<file path="src/rtl/mips32_pkg.sv">
// Shared types for the MIPS32 pipeline hazard controller.
// In-flight slot record, forwarding-select encodings, zero register.
package mips32_pkg;

    typedef struct packed {
        logic       valid;
        logic [4:0] wr_reg;
        logic       is_load;
    } slot_t;

    localparam logic [1:0] FWD_REG   = 2'd0;
    localparam logic [1:0] FWD_EXMEM = 2'd1;
    localparam logic [1:0] FWD_MEMWB = 2'd2;

    localparam logic [4:0] REG_ZERO = 5'd0;

    // A slot only tracks a real register write; R0 writes are dropped.
    function automatic slot_t mk_slot(input logic       wr_en,
                                      input logic [4:0] wr_reg,
                                      input logic       is_load);
        slot_t s;
        s.valid   = wr_en && (wr_reg != REG_ZERO);
        s.wr_reg  = wr_reg;
        s.is_load = is_load;
        return s;
    endfunction

endpackage

</file>
<file path="src/rtl/mips32_hzd_cmp.sv">
// Compares one source register against the EX and MEM slots.
// Ports: src/uses in, ex_slot/mem_slot in, hazard/sel out. Macro: MIPS32_FWD_EN.
module mips32_hzd_cmp
    import mips32_pkg::*;
(
    input  logic [4:0] src,
    input  logic       uses,
    input  slot_t      ex_slot,
    input  slot_t      mem_slot,
    output logic       hazard,
    output logic [1:0] sel
);

    logic live;
    logic hit_ex;
    logic hit_mem;

    assign live    = uses && (src != REG_ZERO);
    assign hit_ex  = live && ex_slot.valid && (ex_slot.wr_reg == src);
    assign hit_mem = live && mem_slot.valid && (mem_slot.wr_reg == src);

`ifdef MIPS32_FWD_EN
    // MEM holds load data by the time it reaches MEM/WB, so only
    // the load type of the EX slot matters.
    logic unused_bits;
    assign unused_bits = mem_slot.is_load;

    // EX is the younger producer and wins over MEM.
    always_comb begin
        hazard = 1'b0;
        sel    = FWD_REG;
        if (hit_ex) begin
            if (ex_slot.is_load) begin
                hazard = 1'b1;
            end else begin
                sel = FWD_EXMEM;
            end
        end else if (hit_mem) begin
            sel = FWD_MEMWB;
        end
    end
`else
    logic unused_bits;
    assign unused_bits = ex_slot.is_load ^ mem_slot.is_load;

    assign hazard = hit_ex || hit_mem;
    assign sel    = FWD_REG;
`endif

endmodule

</file>
<file path="src/rtl/mips32_hazard_ctrl.sv">
// MIPS32 issue/stall/halt controller with optional forwarding (MIPS32_FWD_EN).
// Ports: clk1, rst, id_* decode info, ex_flush; issue, stall, halted, busy, fwd_a_sel, fwd_b_sel.
module mips32_hazard_ctrl
    import mips32_pkg::*;
(
    input  logic       clk1,
    input  logic       rst,
    input  logic       id_valid,
    input  logic [4:0] id_rs,
    input  logic [4:0] id_rt,
    input  logic       id_uses_rs,
    input  logic       id_uses_rt,
    input  logic       id_wr_en,
    input  logic [4:0] id_wr_reg,
    input  logic       id_is_load,
    input  logic       id_is_halt,
    input  logic       ex_flush,
    output logic       issue,
    output logic       stall,
    output logic       halted,
    output logic       busy,
    output logic [1:0] fwd_a_sel,
    output logic [1:0] fwd_b_sel
);

    slot_t ex_q;
    slot_t mem_q;
    logic  halt_pending_q;
    logic  halted_q;
    logic  hz_a;
    logic  hz_b;
    logic  hazard;

    mips32_hzd_cmp u_cmp_rs (
        .src      (id_rs),
        .uses     (id_uses_rs),
        .ex_slot  (ex_q),
        .mem_slot (mem_q),
        .hazard   (hz_a),
        .sel      (fwd_a_sel)
    );

    mips32_hzd_cmp u_cmp_rt (
        .src      (id_rt),
        .uses     (id_uses_rt),
        .ex_slot  (ex_q),
        .mem_slot (mem_q),
        .hazard   (hz_b),
        .sel      (fwd_b_sel)
    );

    assign hazard = hz_a | hz_b;
    assign issue  = ~rst & id_valid & ~hazard & ~ex_flush & ~halt_pending_q;
    assign stall  = ~rst & id_valid & ~issue & ~ex_flush;
    assign busy   = ex_q.valid | mem_q.valid;
    assign halted = halted_q;

    always_ff @(posedge clk1 or posedge rst) begin
        if (rst) begin
            ex_q           <= '0;
            mem_q          <= '0;
            halt_pending_q <= 1'b0;
            halted_q       <= 1'b0;
        end else begin
            mem_q <= ex_q;
            ex_q  <= issue ? mk_slot(id_wr_en, id_wr_reg, id_is_load) : '0;
            halt_pending_q <= halt_pending_q | (issue & id_is_halt);
            // Registered: rises the cycle after the drained state is seen.
            halted_q <= halted_q | (halt_pending_q & ~busy);
        end
    end

endmodule
</file>
<file path="config.mk">
export PLATFORM = sky130hd
export DESIGN_NAME = mips32_hazard_ctrl
export DESIGN_NICKNAME = d
export VERILOG_FILES = /design/src/rtl/mips32_pkg.sv /design/src/rtl/mips32_hzd_cmp.sv /design/src/rtl/mips32_hazard_ctrl.sv
export SDC_FILE = /design/constraint.sdc
export NUM_CORES = 1
export LEC_CHECK = 0
export ABC_AREA = 1
export CAP_MARGIN = 15
export CELL_PAD_IN_SITES_DETAIL_PLACEMENT = 0
export CELL_PAD_IN_SITES_GLOBAL_PLACEMENT = 1
export CORE_ASPECT_RATIO = 1.4
export CORE_MARGIN = 4
export CORE_UTILIZATION = 32
export DETAILED_ROUTE_END_ITERATION = 7
export PLACE_DENSITY = 0.8
export SLEW_MARGIN = 20
export SYNTH_ARGS = -nofsm -noshare
export SYNTH_HDL_FRONTEND = slang
export SYNTH_SLANG_ARGS = --single-unit
</file>
<file path="constraint.sdc">
create_clock -name clk1 -period 2.4 [get_ports clk1]
set_input_delay 0.36 -clock clk1 [delete_from_list [all_inputs] [get_ports clk1]]
set_output_delay 0.36 -clock clk1 [all_outputs]
set_load 0.1 [all_outputs]
</file>
==> results.txt <==
VDD IR max -> 204 µV
Largest net degree at the start of global routing -> 15
Vias in the first global route -> 883
Clk_skew -> 0.000835 ns
Root Driver -> clkbuf_4
TritonCTS clock tree -> done
Synth Area per Inst -> 6.42 µm²
Maximum root-to-sink buffer count -> 2
IO Port Bufs -> 26
Synthesized area -> 918 µm²
Final worst-path cycle share -> 91.1%
Slew @ Worst Pin -> 0.510 ns
Worst EP required -> 2.04 ns
Seq/Total Area, Yosys -> 38.1%
Reg2reg start -> ex_q[1]
Final Critical Period -> 2.19 ns
Max-cap violations -> 0
Crit end category -> primary output
Die Ht -> 71.4 µm
WHS Path Cells -> 0
Total of warnings raised by yosys -> 0
WL final -> 2.13 mm
Most Frequent Cell on Critical Path -> nand2_1
# rows -> 22
Share of cells above drive strength 1 -> 10.5%
Initial DRT Pass Iterations -> 4
Slew headroom -> 66.0%
Overflow after GRT -> 0
Area delta synth->final -> 35.3%
Fmax -> 457 MHz
Via Count -> 907
Post-CTS setup buffers -> 0
Worst-path clk slew -> 0.07 ns
RD Place Congestion -> 0.876
Post-DP HPWL -> 1.81 mm
DR vias/cell -> 4.38
Startpoint Class -> primary input
Diode count -> 0
Pre-CTS setup slack -> 0.186 ns
Post-route DRC -> 0
Crit path kind -> primary input to primary output
Slowest cell delay on critical path -> 0.50 ns
Routed Antenna Nets -> 0
Initial drt markers -> 10
Worst Hold Launch -> ex_q[3]
Power density of the placed cells -> 380 nW/µm²
Worst-Skew Late Latency -> 0.27 ns
WHS -> 0.410 ns
Crit path cell chain -> clkdlybuf4s50_1 -> inv_1 -> nand2_1 -> nand2_1 -> nor2_1 -> nand3_1 -> nand2_1 -> nand2_2 -> nand3_4 -> nand2_2 -> inv_2 -> buf_12
Leak -> 0.649 nW
Nets -> 197
Setup ws final -> 0.214 ns
Wire length per cell -> 10.3 µm
Post_cts resized -> 0
Min-Delay Path Class -> flop to flop
Hold_buf cts -> 0
Worst Path Buf+Inv -> 4
R2r setup slk -> 1.15 ns
Syn Inst Count -> 143
Crit path DAT -> 1.83 ns
Worst path slowest cell -> clkdlybuf4s50_1
Core area -> 2700 µm²
Placed inst area -> 1220 µm²
Status -> completed
Final Cell Area -> 1240 µm²
Top-Level Pins -> 32
R2R cell count -> 9
CP delay by family, top -> buffers and inverters
Maximum fanout along the worst path -> 8
Die ar. -> 3800 µm²
Fillers -> 303
WHS Endpoint -> mem_q[3]
Initial Utilization -> 34.0%
Reg2reg end -> ex_q[3]
Num CTS Buffers -> 3
Post-synthesis cell type count -> 18
Chip width -> 53.3 µm
First-pass GRT wire length -> 3.57 mm
Clk sinks -> 14
RSZ-0062 raised after global routing -> false
GRT Resource Usage Total -> 12.5%
Final Hold Fails -> 0
Final Max Tran Viols -> 0
Initial antenna violation count -> 0
Htree depth -> 1
Setup tns final -> 0 ns
Setup violators final -> 0
Seq cells post-synth -> 14
worst max-delay path by stage:
stage | end | depth (start not counted) | from
floorplan | issue | 7 | id_rs[1]
global placement | stall | 12 | id_rt[4]
detailed placement | stall | 12 | id_rt[0]
CTS | stall | 12 | id_rt[0]
global route | stall | 12 | id_rt[0]
finish | stall | 12 | id_rt[0]
state kept, by name, indices dropped and copies added, names as in the netlist:
register        flops
mem_q               6
ex_q                6
halted              1
halt_pending_q      1
per-stage QoR:
stage	power, W	utilization, %	instances
after floorplan	0.000309	-	146
after global placement	0.000355	45.2	204
after detailed placement	0.000355	45.2	204
after CTS	0.000480	46.1	207
after global routing	0.000496	46.1	207
final	0.000472	46.1	207
power breakdown:
group          switching, W  leakage [nW]  internal [W]
Combinational     0.0000685         0.449     0.0000456
Sequential                0         0.185      0.000236
Clock             0.0000643        0.0138     0.0000581
Yosys cell counts:
library cell,number,area [µm²]
conb_1,1,3.75
buf_4,4,30.0
or2_2,1,6.26
o21ai_0,4,20.0
inv_2,4,15.0
nor3_1,1,5.00
a21oi_2,1,8.76
nor4_2,1,12.5
dfrtp_1,14,350
nand4_1,4,25.0
nor2_1,21,78.8
nand2_1,46,173
o21bai_1,1,7.51
o21ai_1,5,25.0
nand3_1,4,20.0
inv_1,27,101
nand3_4,1,17.5
nand2_2,3,18.8
layout make-up:
class / count / area, µm² / area share, %
multi-input combinational: 97 / 433 / 34.8
clock buffer: 3 / 22.5 / 1.81
timing repair buffer: 26 / 275 / 22.2
tap: 36 / 45.0 / 3.63
inverter: 31 / 116 / 9.37
sequential: 14 / 350 / 28.2
layer usage:
metal | GRT usage, % | routed length (µm) | vias to the layer above
li1 | - | - | 475
met1 | 13.6 | 868 | 401
met2 | 22.4 | 1090 | 27
met3 | 1.66 | 134 | 4
met4 | 6.53 | 34 | 0
met5 | 0 | 0 | -
cells by family (layout without fill, tap and decap cells):
family                 Yosys count  count (layout)  synth area share, %
buffers and inverters           35              60                 15.9
other                            1               4                0.408
and+or+nand+nor                 82              82                 38.8
DFF                             14              14                 38.1
AOI/OAI and AO/OA               11              11                 6.68
layout by cell type (no fill, tap or decap), types with 2 or more instances in the layout:
| master | netlist | final |
|---|---|---|
| buf_12 | 0 | 2 |
| buf_4 | 4 | 2 |
| clkbuf_4 | 0 | 3 |
| clkdlybuf4s50_1 | 0 | 22 |
| conb_1 | 1 | 4 |
| dfrtp_1 | 14 | 14 |
| inv_1 | 27 | 27 |
| inv_2 | 4 | 4 |
| nand2_1 | 46 | 46 |
| nand2_2 | 3 | 3 |
| nand3_1 | 4 | 4 |
| nand4_1 | 4 | 4 |
| nor2_1 | 21 | 21 |
| o21ai_0 | 4 | 4 |
| o21ai_1 | 5 | 5 |
(Power assumes the default switching activity.)
